<file path="config.mk">
export PLATFORM = sky130hd
export DESIGN_NAME = branch_pc_controller_flat
export DESIGN_NICKNAME = d
export VERILOG_FILES = /design/src/rtl/branch_pc_controller_pkg.sv /design/src/rtl/branch_pc_controller_if.sv /design/src/rtl/branch_pc_controller_target_gen.sv /design/src/rtl/branch_pc_controller.sv /design/src/flat_wrapper.sv
export SDC_FILE = /design/constraint.sdc
export NUM_CORES = 1
export LEC_CHECK = 0
export ABC_AREA = 1
export CORE_MARGIN = 4
export CORE_UTILIZATION = 35
export DETAILED_ROUTE_END_ITERATION = 16
export GPL_ROUTABILITY_DRIVEN = 0
export GPL_TIMING_DRIVEN = 0
export MAX_ROUTING_LAYER = met4
export SLEW_MARGIN = 20
export SYNTH_ARGS = -nofsm -noshare
export SYNTH_HDL_FRONTEND = slang
export SYNTH_SLANG_ARGS = --single-unit
</file>
<file path="constraint.sdc">
create_clock -name clock -period 2.09 [get_ports clock]
set_input_delay 0.5225 -clock clock [delete_from_list [all_inputs] [get_ports clock]]
set_output_delay 0.5225 -clock clock [all_outputs]
set_load 0.1 [all_outputs]
</file>
<file path="src/rtl/branch_pc_controller_pkg.sv">
// Shared constants for the branch/PC controller: opcodes, funct3 codes, state encoding.
// The misaligned-target trap is enabled by defining PC_MISALIGN_TRAP_EN.
package branch_pc_pkg;

  localparam logic [6:0] OP_BRANCH = 7'b1100011;
  localparam logic [6:0] OP_JAL    = 7'b1101111;
  localparam logic [6:0] OP_JALR   = 7'b1100111;
  localparam logic [6:0] OP_SYSTEM = 7'b1110011;

  localparam logic [2:0] F3_BEQ  = 3'b000;
  localparam logic [2:0] F3_BNE  = 3'b001;
  localparam logic [2:0] F3_BLT  = 3'b100;
  localparam logic [2:0] F3_BGE  = 3'b101;
  localparam logic [2:0] F3_BLTU = 3'b110;
  localparam logic [2:0] F3_BGEU = 3'b111;

  // instr[31:7] patterns that identify ECALL and EBREAK
  localparam logic [24:0] SYS_ECALL  = 25'h0000000;
  localparam logic [24:0] SYS_EBREAK = 25'h0002000;

  localparam logic [31:0] RESET_PC_DEFAULT = 32'h0000_0000;

  typedef enum logic [1:0] {
    ST_IDLE = 2'd0,
    ST_BOOT = 2'd1,
    ST_RUN  = 2'd2,
    ST_HALT = 2'd3
  } pc_state_e;

  function automatic logic branch_taken(input logic [2:0] funct3,
                                        input logic eq,
                                        input logic lt,
                                        input logic ltu);
    logic taken;
    taken = 1'b0;
    case (funct3)
      F3_BEQ:  taken = eq;
      F3_BNE:  taken = !eq;
      F3_BLT:  taken = lt;
      F3_BGE:  taken = !lt;
      F3_BLTU: taken = ltu;
      F3_BGEU: taken = !ltu;
      default: taken = 1'b0;
    endcase
    return taken;
  endfunction

endpackage

</file>
<file path="src/rtl/branch_pc_controller_if.sv">
// Fetch/comparator side bundle of the PC controller. master = core side, slave = controller.
// Handshake: pc advances only on a RUN cycle with stall=0; inputs stay stable while stall=1.
interface branch_pc_controller_if;
  logic        run;
  logic        stall;
  logic [31:0] instr;
  logic [31:0] rs1_data;
  logic        cmp_eq;
  logic        cmp_lt;
  logic        cmp_ltu;
  logic [31:0] pc;
  logic [31:0] pc_plus4;
  logic        redirect;
  logic        halted;
  logic [1:0]  state;
  logic        trap;

  modport master (
    output run, stall, instr, rs1_data, cmp_eq, cmp_lt, cmp_ltu,
    input  pc, pc_plus4, redirect, halted, state, trap
  );

  modport slave (
    input  run, stall, instr, rs1_data, cmp_eq, cmp_lt, cmp_ltu,
    output pc, pc_plus4, redirect, halted, state, trap
  );
endinterface

</file>
<file path="src/rtl/branch_pc_controller_target_gen.sv">
// Combinational B-type, JAL and JALR target generation from the instruction immediates.
// Only instr[31:7] is needed; the opcode is decoded by the controller.
module branch_target_gen (
  input  logic [31:0] pc,
  input  logic [24:0] instr_hi,
  input  logic [31:0] rs1_data,
  output logic [31:0] br_target,
  output logic [31:0] jal_target,
  output logic [31:0] jalr_target
);

  logic [31:0] instr_full;
  logic [31:0] imm_b;
  logic [31:0] imm_j;
  logic [31:0] imm_i;

  // Re-align so bit indices below match the ISA manual
  assign instr_full = {instr_hi, 7'b0};

  assign imm_b = {{19{instr_full[31]}}, instr_full[31], instr_full[7],
                  instr_full[30:25], instr_full[11:8], 1'b0};
  assign imm_j = {{11{instr_full[31]}}, instr_full[31], instr_full[19:12],
                  instr_full[20], instr_full[30:21], 1'b0};
  assign imm_i = {{20{instr_full[31]}}, instr_full[31:20]};

  assign br_target   = pc + imm_b;
  assign jal_target  = pc + imm_j;
  assign jalr_target = (rs1_data + imm_i) & ~32'h1;

endmodule

</file>
<file path="src/rtl/branch_pc_controller.sv">
// Registered program-counter sequencer: IDLE/BOOT/RUN/HALT FSM, branch resolution, stall gating.
// Define PC_MISALIGN_TRAP_EN to halt with trap=1 on a taken target whose bit 1 is set.
module branch_pc_controller
  import branch_pc_pkg::*;
#(
  parameter logic [31:0] RESET_PC  = RESET_PC_DEFAULT,
  parameter int          BOOT_WAIT = 4
) (
  input  logic                  clock,
  input  logic                  reset,
  branch_pc_controller_if.slave bus
);

  localparam logic [3:0] BOOT_LAST = 4'(BOOT_WAIT - 1);

  pc_state_e   state_q, state_d;
  logic [31:0] pc_q, pc_d;
  logic        redirect_q, redirect_d;
  logic [3:0]  boot_cnt_q, boot_cnt_d;

  logic [31:0] pc_plus4;
  logic [31:0] br_target, jal_target, jalr_target;
  logic [31:0] target;
  logic        is_jump;
  logic        is_halt;
  logic [6:0]  opcode;

  assign pc_plus4 = pc_q + 32'd4;
  assign opcode   = bus.instr[6:0];

  branch_target_gen u_target_gen (
    .pc          (pc_q),
    .instr_hi    (bus.instr[31:7]),
    .rs1_data    (bus.rs1_data),
    .br_target   (br_target),
    .jal_target  (jal_target),
    .jalr_target (jalr_target)
  );

  // Decode: which non-sequential target (if any) this instruction selects
  always_comb begin
    is_jump = 1'b0;
    is_halt = 1'b0;
    target  = pc_plus4;
    case (opcode)
      OP_BRANCH: begin
        if (branch_taken(bus.instr[14:12], bus.cmp_eq, bus.cmp_lt, bus.cmp_ltu)) begin
          is_jump = 1'b1;
          target  = br_target;
        end
      end
      OP_JAL: begin
        is_jump = 1'b1;
        target  = jal_target;
      end
      OP_JALR: begin
        is_jump = 1'b1;
        target  = jalr_target;
      end
      OP_SYSTEM: begin
        is_halt = (bus.instr[31:7] == SYS_ECALL) || (bus.instr[31:7] == SYS_EBREAK);
      end
      default: begin
        is_jump = 1'b0;
      end
    endcase
  end

`ifdef PC_MISALIGN_TRAP_EN
  logic trap_q, trap_d;
`endif

  always_comb begin
    state_d    = state_q;
    pc_d       = pc_q;
    redirect_d = 1'b0;
    boot_cnt_d = boot_cnt_q;
`ifdef PC_MISALIGN_TRAP_EN
    trap_d     = trap_q;
`endif
    case (state_q)
      ST_IDLE: begin
        if (bus.run) begin
          state_d    = ST_BOOT;
          boot_cnt_d = 4'd0;
        end
      end
      ST_BOOT: begin
        if (boot_cnt_q == BOOT_LAST) begin
          state_d = ST_RUN;
        end else begin
          boot_cnt_d = boot_cnt_q + 4'd1;
        end
      end
      ST_RUN: begin
        // A stalled cycle freezes everything, including decoding of a halt
        if (!bus.stall) begin
          if (is_halt) begin
            state_d = ST_HALT;
          end else if (is_jump) begin
`ifdef PC_MISALIGN_TRAP_EN
            if (target[1]) begin
              state_d = ST_HALT;
              trap_d  = 1'b1;
            end else begin
              pc_d       = target;
              redirect_d = 1'b1;
            end
`else
            pc_d       = target & ~32'h2;
            redirect_d = 1'b1;
`endif
          end else begin
            pc_d = pc_plus4;
          end
        end
      end
      ST_HALT: begin
        state_d = ST_HALT;
      end
      default: begin
        state_d = ST_IDLE;
      end
    endcase
  end

  always_ff @(posedge clock) begin
    if (reset) begin
      state_q    <= ST_IDLE;
      pc_q       <= RESET_PC;
      redirect_q <= 1'b0;
      boot_cnt_q <= 4'd0;
    end else begin
      state_q    <= state_d;
      pc_q       <= pc_d;
      redirect_q <= redirect_d;
      boot_cnt_q <= boot_cnt_d;
    end
  end

`ifdef PC_MISALIGN_TRAP_EN
  always_ff @(posedge clock) begin
    if (reset) begin
      trap_q <= 1'b0;
    end else begin
      trap_q <= trap_d;
    end
  end
  assign bus.trap = trap_q;
`else
  assign bus.trap = 1'b0;
`endif

  assign bus.pc       = pc_q;
  assign bus.pc_plus4 = pc_plus4;
  assign bus.redirect = redirect_q;
  assign bus.halted   = (state_q == ST_HALT);
  assign bus.state    = state_q;

endmodule

</file>
<file path="src/flat_wrapper.sv">
// flat-port wrapper written by rule: the top's interface ports become plain ports
module branch_pc_controller_flat import branch_pc_pkg::*;
#(
  parameter logic [31:0] RESET_PC  = RESET_PC_DEFAULT,
  parameter int          BOOT_WAIT = 4
)
  (clock, reset, bus_run, bus_stall, bus_instr, bus_rs1_data, bus_cmp_eq, bus_cmp_lt, bus_cmp_ltu, bus_pc, bus_pc_plus4, bus_redirect, bus_halted, bus_state, bus_trap);
  branch_pc_controller_if bus_i ();
  input  logic clock;
  input  logic reset;
  input wire logic [$bits(bus_i.run)-1:0] bus_run;
  input wire logic [$bits(bus_i.stall)-1:0] bus_stall;
  input wire logic [$bits(bus_i.instr)-1:0] bus_instr;
  input wire logic [$bits(bus_i.rs1_data)-1:0] bus_rs1_data;
  input wire logic [$bits(bus_i.cmp_eq)-1:0] bus_cmp_eq;
  input wire logic [$bits(bus_i.cmp_lt)-1:0] bus_cmp_lt;
  input wire logic [$bits(bus_i.cmp_ltu)-1:0] bus_cmp_ltu;
  output wire logic [$bits(bus_i.pc)-1:0] bus_pc;
  output wire logic [$bits(bus_i.pc_plus4)-1:0] bus_pc_plus4;
  output wire logic [$bits(bus_i.redirect)-1:0] bus_redirect;
  output wire logic [$bits(bus_i.halted)-1:0] bus_halted;
  output wire logic [$bits(bus_i.state)-1:0] bus_state;
  output wire logic [$bits(bus_i.trap)-1:0] bus_trap;
  assign bus_i.run = bus_run;
  assign bus_i.stall = bus_stall;
  assign bus_i.instr = bus_instr;
  assign bus_i.rs1_data = bus_rs1_data;
  assign bus_i.cmp_eq = bus_cmp_eq;
  assign bus_i.cmp_lt = bus_cmp_lt;
  assign bus_i.cmp_ltu = bus_cmp_ltu;
  assign bus_pc = bus_i.pc;
  assign bus_pc_plus4 = bus_i.pc_plus4;
  assign bus_redirect = bus_i.redirect;
  assign bus_halted = bus_i.halted;
  assign bus_state = bus_i.state;
  assign bus_trap = bus_i.trap;
  branch_pc_controller #(.RESET_PC(RESET_PC), .BOOT_WAIT(BOOT_WAIT)) u_core (.clock(clock), .reset(reset), .bus(bus_i));
endmodule
</file>
==> results.yml <==
outcome:
  outcome: "finished, violations left"
  violations: "setup timing"
detailed_routing:
  drt-met1-wl_microns: 18400
  vias_per_cell: 5.48
  top_layer: "met4"
  drt_iter0_drc: 1330
  route.met2.wl_microns: 21200
  wl_per_cell_microns: 19.8
  num_vias: 13353
  wl_microns: 48200
  drt_first_pass_iters: 8
  drc: 0
  antenna_left: 0
  wl_met3_microns: 5350
cts:
  htreeDepth: 2
  cts_root_buf: "clkbuf_16"
  cts_hold_buffers: 0
  cts_buffer_depth: 2
  cts_buffers: 5
  cts_tree: "built"
  clk_latency_ps: 300
  cts.sinks: 37
  path_clk_slew_ps: 60
yosys:
  synth_flop_cell: "dfxtp_1"
  async_flop_share: 0
  synth-edff-count: 0
  yosys.cell_types.count: 47
  synth_area_sq_um: 8990
  avgSynthCellArea_sq_um: 5.11
  yosysWarnings: 0
  yosys.area.top_type: "nand2_1"
  synthTopCellsByArea: "nand2_1 27%, inv_1 12%, ha_1 10%"
  yosys.area.top_type_share: 0.269
  synthCells: 1760
  ys_ff_latch: 37
  yosysSeqAreaShare: 0.0824
final_layout:
  antenna_cells: 0
  layout.nets: 2253
  n_fill_cell: 1985
  fin_cells: 2438
  drive_gt1_frac: 0.458
  area_delta_synth_final_pct: 86.2
floorplanning:
  fp.dieW_microns: 168
  coreArea_sq_um: 25300
  start_util: 0.356
  io_pins: 140
  fp.dieH_microns: 168
  rows: 58
  die-area_sq_um: 28300
power:
  cellPowerDensity_nw_per_um2: 209
  seqPwrFrac: 0.200
  switchingPower_mw: 1.58
  totalPowerFinal_mw: 3.51
  clockPowerShare: 0.223
  max-vdd-ir-drop_v: 0.000268
  pwr-share-comb: 0.577
  power_switching_share: 0.451
  p_int_mw: 1.92
  power.leakage_nw: 8.14
grt:
  grtUsageTotal: 0.296
  antenna_found_initial: 0
  grt_max_degree: 13
  grt_pass1_wl_microns: 64500
  overflow: 0
  grt_pass1_vias: 11560
setup_path:
  r2r_cells: 16
  crit_type: "reg -> out"
  worstPathRequired_ps: 1570
  critical_path.slowest_cell: "dfxtp_4"
  path_max_fanout: 5
  crit_path_max_incr_delay_ps: 410
  end_kind: "output pin"
  crit_chain: "nand2_4 > nor3_4 > nand2_2 > nor3_4 > nand2_2 > xor2_4 > clkinvlp_4 > buf_12"
  arrival_ps: 2000
  start_kind: "flip-flop"
place:
  dp_cells: 2230
  hpwl_microns: 32800
  port_buffers: 133
sta:
  rsz0062_at_grt: "yes"
  fin_crit_sh: 1.21
  drv_slew: 0
  period_needed_ps: 2520
  maxSlewHeadroom: 0.355
  setup_violations: 55
  fmax_ghz: 0.397
  final.setup_skew_ps: 7.35
  hold_viol_final: 0
  worst-slew-pin-transition_ps: 972
  worst_slack_ps: -432
flow_run:
  drv_cap: 0
min_path:
  hold_class: "reg -> reg"
  worstHoldPathCells: 2
[logic make-up after synthesis]
kind of cell / Yosys count / share of synthesized area
other: 1 / 0.000417
AO/OA/AOI/OAI: 195 / 0.117
XOR/XNOR: 36 / 0.0351
adder cells (fa/ha/maj): 75 / 0.106
flip-flops: 37 / 0.0824
buffers and inverters: 329 / 0.144
AND/OR/NAND/NOR: 1087 / 0.515
[cell type report]
class                   count  area [sq um]  share of cell area
multi-input cells        1400         10500               0.627
repair buffers            335          3330               0.199
inverters                 302          1270              0.0760
flip-flops and latches     37           847              0.0506
well taps                 330           413              0.0247
plain buffers              26           233              0.0139
clock buffers               5           125             0.00747
clock inverters             3          17.5             0.00105
[metrics by stage]
step | setup slack, ps | setup TNS, ps | utilization | hold slack [ps] | instance area [sq um]
floorplan | -305 | -6750 | - | 496 | 9490
global placement | -2370 | -86600 | 0.445 | 510 | 11200
detailed placement | -1090 | -49200 | 0.446 | 528 | 11300
CTS | -358 | -7440 | 0.575 | 535 | 14500
global route | -440 | -13820 | 0.663 | 569 | 16700
finish | -432 | -10880 | 0.663 | 528 | 16700
[layout by cell type (no fill, tap or decap), types with 16 or more instances in the layout]
| cell type | netlist | final |
|---|---|---|
| a21oi_1 | 98 | 43 |
| a21oi_2 | 3 | 45 |
| buf_12 | 0 | 27 |
| buf_4 | 10 | 167 |
| buf_6 | 1 | 51 |
| clkdlybuf4s15_2 | 0 | 20 |
| clkinvlp_4 | 0 | 16 |
| dfxtp_4 | 0 | 27 |
| dlygate4sd2_1 | 0 | 36 |
| ha_4 | 0 | 68 |
| inv_1 | 278 | 235 |
| inv_2 | 23 | 32 |
| nand2_1 | 645 | 446 |
| nand2_2 | 9 | 140 |
| nand2_4 | 1 | 62 |
| nand3_1 | 139 | 67 |
| nand3_2 | 5 | 58 |
| nand3_4 | 0 | 19 |
| nand4_1 | 19 | 19 |
| nor2_1 | 194 | 125 |
| nor2_2 | 10 | 30 |
| nor2_4 | 1 | 50 |
| nor3_4 | 3 | 17 |
| o21ai_0 | 59 | 40 |
| o21ai_1 | 7 | 19 |
[sequential cells by signal, summed over array words and instances (netlist names)]
signal	flops
u_core.bus.state	2
u_core.bus.pc	30
u_core.bus.redirect	1
u_core.boot_cnt_q	4
[power groups by stage]
stage / clock network (mW) / registers, mW / logic (mW)
after floorplan: 0 / 0.752 / 0.818
after CTS: 0.768 / 0.700 / 1.72
after detailed placement: 0 / 0.718 / 1.29
after global placement: 0 / 0.717 / 1.28
after global routing: 0.813 / 0.702 / 2.16
final: 0.781 / 0.700 / 2.02
[routing by layer]
layer / vias to the layer above / GRT usage
met5: - / -
met4: 0 / 0.106
met3: 224 / 0.0580
met2: 768 / 0.462
met1: 6137 / 0.382
li1: 6224 / -
[what timing repair did]
item / CTS / global route
gates resized for setup: 824 / 416
pin swaps: 122 / 220
setup buffers: 103 / 99
endpoints found under the setup margin: 95 / 68
gates cloned: 3 / 1
[worst max-delay path, delay by kind of cell, from the launching register on]
family / cells / cell delay (ps)
XOR/XNOR: 1 / 220
buffers and inverters: 2 / 310
flip-flops: 1 / 410
AND/OR/NAND/NOR: 5 / 760
[cell usage after synthesis (2+ instances only)]
cell type	n
o211a_1	2
nor3_4	3
a21oi_2	3
nand3_2	5
buf_2	11
xnor2_1	15
fa_1	2
nand4_1	19
clkbuf_1	5
buf_4	10
o21ai_0	59
nor3_2	9
a21oi_1	98
a21o_1	2
ha_1	73
nor2_2	10
nor2_1	194
o22ai_1	3
o21ai_1	7
or2_1	3
nor4_1	2
nand2_2	9
inv_2	23
nand3_1	139
xor2_1	21
nand3b_1	12
and3_1	3
a31oi_1	5
o211ai_1	2
inv_1	278
or2_2	3
nand2_1	645
nor3_1	25
o21bai_1	10
dfxtp_1	37
o21a_1	2
[final timing paths]
kind                                     start                                 to  slack [ps]
max             u_core.bus.pc[19]$_SDFFE_PP0P_                   bus_pc_plus4[31]        -430
min reg2reg  u_core.boot_cnt_q[3]$_SDFFE_PP0P_  u_core.boot_cnt_q[3]$_SDFFE_PP0P_         530
min          u_core.boot_cnt_q[3]$_SDFFE_PP0P_  u_core.boot_cnt_q[3]$_SDFFE_PP0P_         530
max reg2reg      u_core.bus.pc[5]$_SDFFE_PP0P_     u_core.bus.pc[30]$_SDFFE_PP0P_        -290
No activity file was read; power rests on OpenSTA's default activity.
